$ cat config.mk
export PLATFORM = sky130hd
export DESIGN_NAME = pc_sequencer
export DESIGN_NICKNAME = d
export VERILOG_FILES = /design/src/rtl/pc_sequencer.sv
export SDC_FILE = /design/constraint.sdc
export NUM_CORES = 1
export LEC_CHECK = 0
export ABC_AREA = 1
export ABC_CLOCK_PERIOD_IN_PS = 5500
export BUFFER_PORTS_ARGS = -buffer_cell sky130_fd_sc_hd__buf_2
export CAP_MARGIN = 0
export CELL_PAD_IN_SITES_DETAIL_PLACEMENT = 1
export CELL_PAD_IN_SITES_GLOBAL_PLACEMENT = 2
export CORE_ASPECT_RATIO = 0.5
export CORE_MARGIN = 1.5
export CORE_UTILIZATION = 39
export DETAILED_ROUTE_END_ITERATION = 10
export PLACE_DENSITY_LB_ADDON = 0.1
export SYNTH_ARGS = -nofsm -noshare
export SYNTH_HDL_FRONTEND = slang
export SYNTH_SLANG_ARGS = --single-unit
$ cat constraint.sdc
create_clock -name clk_i -period 5.5 [get_ports clk_i]
set_input_delay 0.275 -clock clk_i [delete_from_list [all_inputs] [get_ports clk_i]]
set_output_delay 0.275 -clock clk_i [all_outputs]
set_load 0.005 [all_outputs]
$ cat src/rtl/pc_sequencer.sv
// Fetch-stage PC sequencer: +1 or table-offset stepping, start/halt run control, run-cycle counter.
// All outputs registered (1-cycle latency from inputs); stall freezes the PC but not the cycle counter.
module pc_sequencer #(
  parameter int D  = 12,
  parameter int CW = 16
) (
  input  logic          clk_i,
  input  logic          reset_i,
  input  logic          start_i,
  input  logic [D-1:0]  start_addr_i,
  input  logic          branch_i,
  input  logic [2:0]    how_high_i,
  input  logic          halt_i,
  input  logic          stall_i,
  input  logic          cfg_we_i,
  input  logic [2:0]    cfg_idx_i,
  input  logic [D-1:0]  cfg_data_i,
  output logic [D-1:0]  prog_ctr_o,
  output logic          running_o,
  output logic          done_o,
  output logic [CW-1:0] cycle_cnt_o
);

  typedef enum logic [1:0] {
    S_IDLE = 2'd0,
    S_RUN  = 2'd1,
    S_DONE = 2'd2
  } state_t;

  localparam logic [D-1:0] OFF_M5  = {D{1'b1}} - D'(4);
  localparam logic [D-1:0] OFF_P20 = D'(20);
  localparam logic [D-1:0] OFF_M1  = {D{1'b1}};

  state_t          state_q, state_d;
  logic [D-1:0]    pc_q, pc_d;
  logic [CW-1:0]   cnt_q, cnt_d;
  logic            running_q, running_d;
  logic            done_q, done_d;
  logic [D-1:0]    tbl_q [8];

  // Writes land at the edge, so a same-cycle branch still reads the old entry.
  always_ff @(posedge clk_i) begin
    if (reset_i) begin
      for (int i = 0; i < 8; i++) begin
        tbl_q[i] <= '0;
      end
      tbl_q[0] <= OFF_M5;
      tbl_q[1] <= OFF_P20;
      tbl_q[2] <= OFF_M1;
    end else if (cfg_we_i) begin
      tbl_q[cfg_idx_i] <= cfg_data_i;
    end
  end

  always_comb begin
    state_d = state_q;
    pc_d    = pc_q;
    cnt_d   = cnt_q;
    case (state_q)
      S_IDLE: begin
        if (start_i) begin
          state_d = S_RUN;
          pc_d    = start_addr_i;
          cnt_d   = '0;
        end
      end
      S_RUN: begin
        if (cnt_q != {CW{1'b1}}) begin
          cnt_d = cnt_q + CW'(1);
        end
        if (!stall_i) begin
          if (halt_i) begin
            state_d = S_DONE;
          end else if (branch_i) begin
            pc_d = pc_q + tbl_q[how_high_i];
          end else begin
            pc_d = pc_q + D'(1);
          end
        end
      end
      S_DONE: begin
        state_d = S_IDLE;
      end
      default: begin
        state_d = S_IDLE;
      end
    endcase
    running_d = (state_d == S_RUN);
    done_d    = (state_d == S_DONE);
  end

  always_ff @(posedge clk_i) begin
    if (reset_i) begin
      state_q   <= S_IDLE;
      pc_q      <= '0;
      cnt_q     <= '0;
      running_q <= 1'b0;
      done_q    <= 1'b0;
    end else begin
      state_q   <= state_d;
      pc_q      <= pc_d;
      cnt_q     <= cnt_d;
      running_q <= running_d;
      done_q    <= done_d;
    end
  end

  assign prog_ctr_o  = pc_q;
  assign running_o   = running_q;
  assign done_o      = done_q;
  assign cycle_cnt_o = cnt_q;

endmodule
==> impl_metrics.ini <==
[finish]
finalNonFillerCells = 999
num-nets-final = 832
fin_util_pct = 47.9
drive_gt1_share_pct = 14.7
syn2layout_area_growth_pct = 18.1

[route]
antenna_left = 0
wl_per_cell_um = 18.5
vias_per_cell = 5.24
first_pass_iters = 4
drc = 0
vias = 5239
wl_um = 18400
drt-initial-drc-count = 323

[power_and_ir_drop]
pwr-share-comb_pct = 10.3
internal_power_w = 0.00203
powerDensity_nw_per_um2 = 361
swShare_pct = 24.8
worst_ir_drop_vdd_v = 0.000239
p_switching_w = 0.000669
power_w = 0.00270
power_leakage_nw = 3.05
pwr-share-clk_pct = 48.2
pwr-share-seq_pct = 41.5

[synthesis]
syn_inst = 725
async_flop_share_pct = 0
synth-seq-cells = 128
synth_edf_count = 96
yosysSeqAreaShare_pct = 55.7
synth_warnings = 0
synth.distinct_cells = 41
syn_area_sq_um = 6330
syn_area_per_cell_sq_um = 8.73
synth_flop_cell = edfxtp_1
mappedNetlistNets = 775

[critical_path]
path_cells = buf_2 > inv_1 > o21ai_0 > o22ai_1 > o21ai_0 > a31oi_1 > ha_1 > nand2_1 > nand2_1 > nor2_1 > o21ai_0 > nand2_1 > nand2_1 > nand2_1 > nand2_1 > o21ai_0 > a21oi_1
cp_num_buf_inv = 2
path_delay_family = compound AO/OA/AOI/OAI gates
critical-path-slowest-cell = inv_1
arrival_ns = 3.61
required_ns = 5.80
path_class = in2reg
r2r_slack_ns = 2.86
start_kind = input port
critPathMaxFanout = 25
r2r_start = tbl_q[5][2]$_SDFFCE_PN0P_
rr_endpoint = prog_ctr_o[9]$_SDFFE_PP0P_
path_common_cell = nand2_1
end_kind = register
slowest_delay_ns = 0.71
reg2reg_depth = 15

[grt]
grt_pass1_wl_um = 28900
grt_pass1_vias = 5168
grt_overflow = 0
antenna_found_initial = 1
grt_max_degree = 49
grt_usage_pct = 22.9

[sta]
fin_crit_sh_pct = 60.1
maxSlewHeadroom_pct = 42.9
slew_viol_final = 0
skew_ns = 0.00671
final-hold-violation-count = 0
final-setup-viol-count = 0
fmax_ghz = 0.303
min_period_ns = 3.31
worst_pin_slew_ns = 0.855
rsz0062_at_grt = false
fin_ws_ns = 2.19
fin_setup_tns_ns = 0

[worst_hold_path]
worstHoldEndpoint = state_q[1]$_SDFF_PP0_
min_path_type = in2reg
min_from = stall_i
hold_depth = 2

[clocking]
cts_buffer_depth = 2
cts-resized-gates = 0
clock_sink_count = 128
postCtsSetupBuffers = 0
clkTransAtPathRegs_ns = 0.06
cts-hold-fix-buffers = 0
htreeDepth = 4
cts_root_buf = clkbuf_16
clock_latency_ns = 0.43
cts_tree = built
cts_buffers = 17

[floorplan]
core_area_sq_um = 15600
die_y_um = 93.1
num_io_pins = 67
dieWidth_um = 183
rows = 32
dieArea_sq_um = 17100
initial_utilization_pct = 40.5

[outcome]
outcome = finished, final reports clean

[placement]
placedCellCount = 967
place_congestion = 0.800
hpwl_um = 12200
place_ws_ns = 1.88
io_buffer_count = 66

[flow_run]
drv_cap = 0
area by class of cell:
cell class,instances,area [sq um]
Clock buffer,18,429
Inverter,65,249
Tap cell,204,255
Multi-Input combinational cell,501,2430
Clock inverter,13,235
Timing Repair Buffer,69,353
Fill cell,1831,8140
Sequential cell,128,3520
Antenna cell,1,2.50
cells in the mapped netlist, types with 3 or more instances:
cell type	n	area, sq um
a21oi_1	45	225
a31oi_1	11	68.8
buf_2	9	45.0
clkbuf_1	21	78.8
dfxtp_1	32	641
edfxtp_1	96	2880
ha_1	12	150
inv_1	61	229
inv_2	3	11.3
nand2_1	114	428
nand2_2	3	18.8
nand3_1	21	105
nand4_1	6	37.5
nor2_1	166	623
nor3_1	10	50.1
o21ai_0	71	355
o22ai_1	10	62.6
xor2_1	3	26.3
cells by family after synthesis:
logic type,count (synthesis),share of synthesized area (%)
and+or+nand+nor,334,22.3
DFF,128,55.7
AOI/OAI and AO/OA,149,12.7
adders and majority gates,13,2.69
buffers and inverters,96,5.97
xor gates and xnor gates,5,0.692
placed cells by master (no fill, tap or decap), types with 10 or more instances in the layout:
master,instances
inv_1,61
nand3_1,21
edfxtp_1,96
o21ai_0,71
a31oi_1,11
ha_1,12
nor3_1,10
clkbuf_16,17
nor2_1,166
nand2_1,114
buf_2,66
o22ai_1,10
a21oi_1,45
dfxtp_1,32
metrics by stage:
stage	instance area (sq um)	hold slack, ns
after global routing	7470	0.0554
after global placement	6810	0.478
after detailed placement	6810	0.484
final	7480	0.0592
after CTS	7470	0.0516
after floorplan	6330	0.348
registers in the layout (all words and copies together), names as in the netlist:
name,flops
cycle_cnt_o,16
done_o,1
prog_ctr_o,12
running_o,1
state_q,2
tbl_q,96
layer usage:
| layer | up-vias | part of all wire, % | global-route usage (%) |
|---|---|---|---|
| li1 | 2568 | - | - |
| met1 | 2556 | 48 | 30.3 |
| met2 | 104 | 47 | 38.6 |
| met3 | 11 | 4.3 | 5.53 |
| met4 | 0 | 0.76 | 4.71 |
| met5 | - | 0 | 0 |
power groups by stage:
stage	Sequential (W)	Clock [W]	Combinational, W
after floorplan	0.00113	0	0.000179
after global placement	0.00114	0	0.000273
after detailed placement	0.00114	0	0.000277
after CTS	0.00112	0.00132	0.000281
after global routing	0.00113	0.00136	0.000316
final	0.00112	0.00130	0.000278
worst max path at each step:
stage | to | startpoint | slack (ns) | depth (start not counted)
after CTS | prog_ctr_o[9]$_SDFFE_PP0P_ | how_high_i[1] | 2.19 | 17
after global routing | prog_ctr_o[9]$_SDFFE_PP0P_ | how_high_i[1] | 1.97 | 17
after global placement | prog_ctr_o[8]$_SDFFE_PP0P_ | how_high_i[1] | 2.01 | 17
final | prog_ctr_o[9]$_SDFFE_PP0P_ | how_high_i[1] | 2.19 | 17
after floorplan | prog_ctr_o[9]$_SDFFE_PP0P_ | how_high_i[1] | 3.09 | 18
after detailed placement | prog_ctr_o[8]$_SDFFE_PP0P_ | how_high_i[1] | 1.88 | 17
Power figures use the tool's default switching activity.
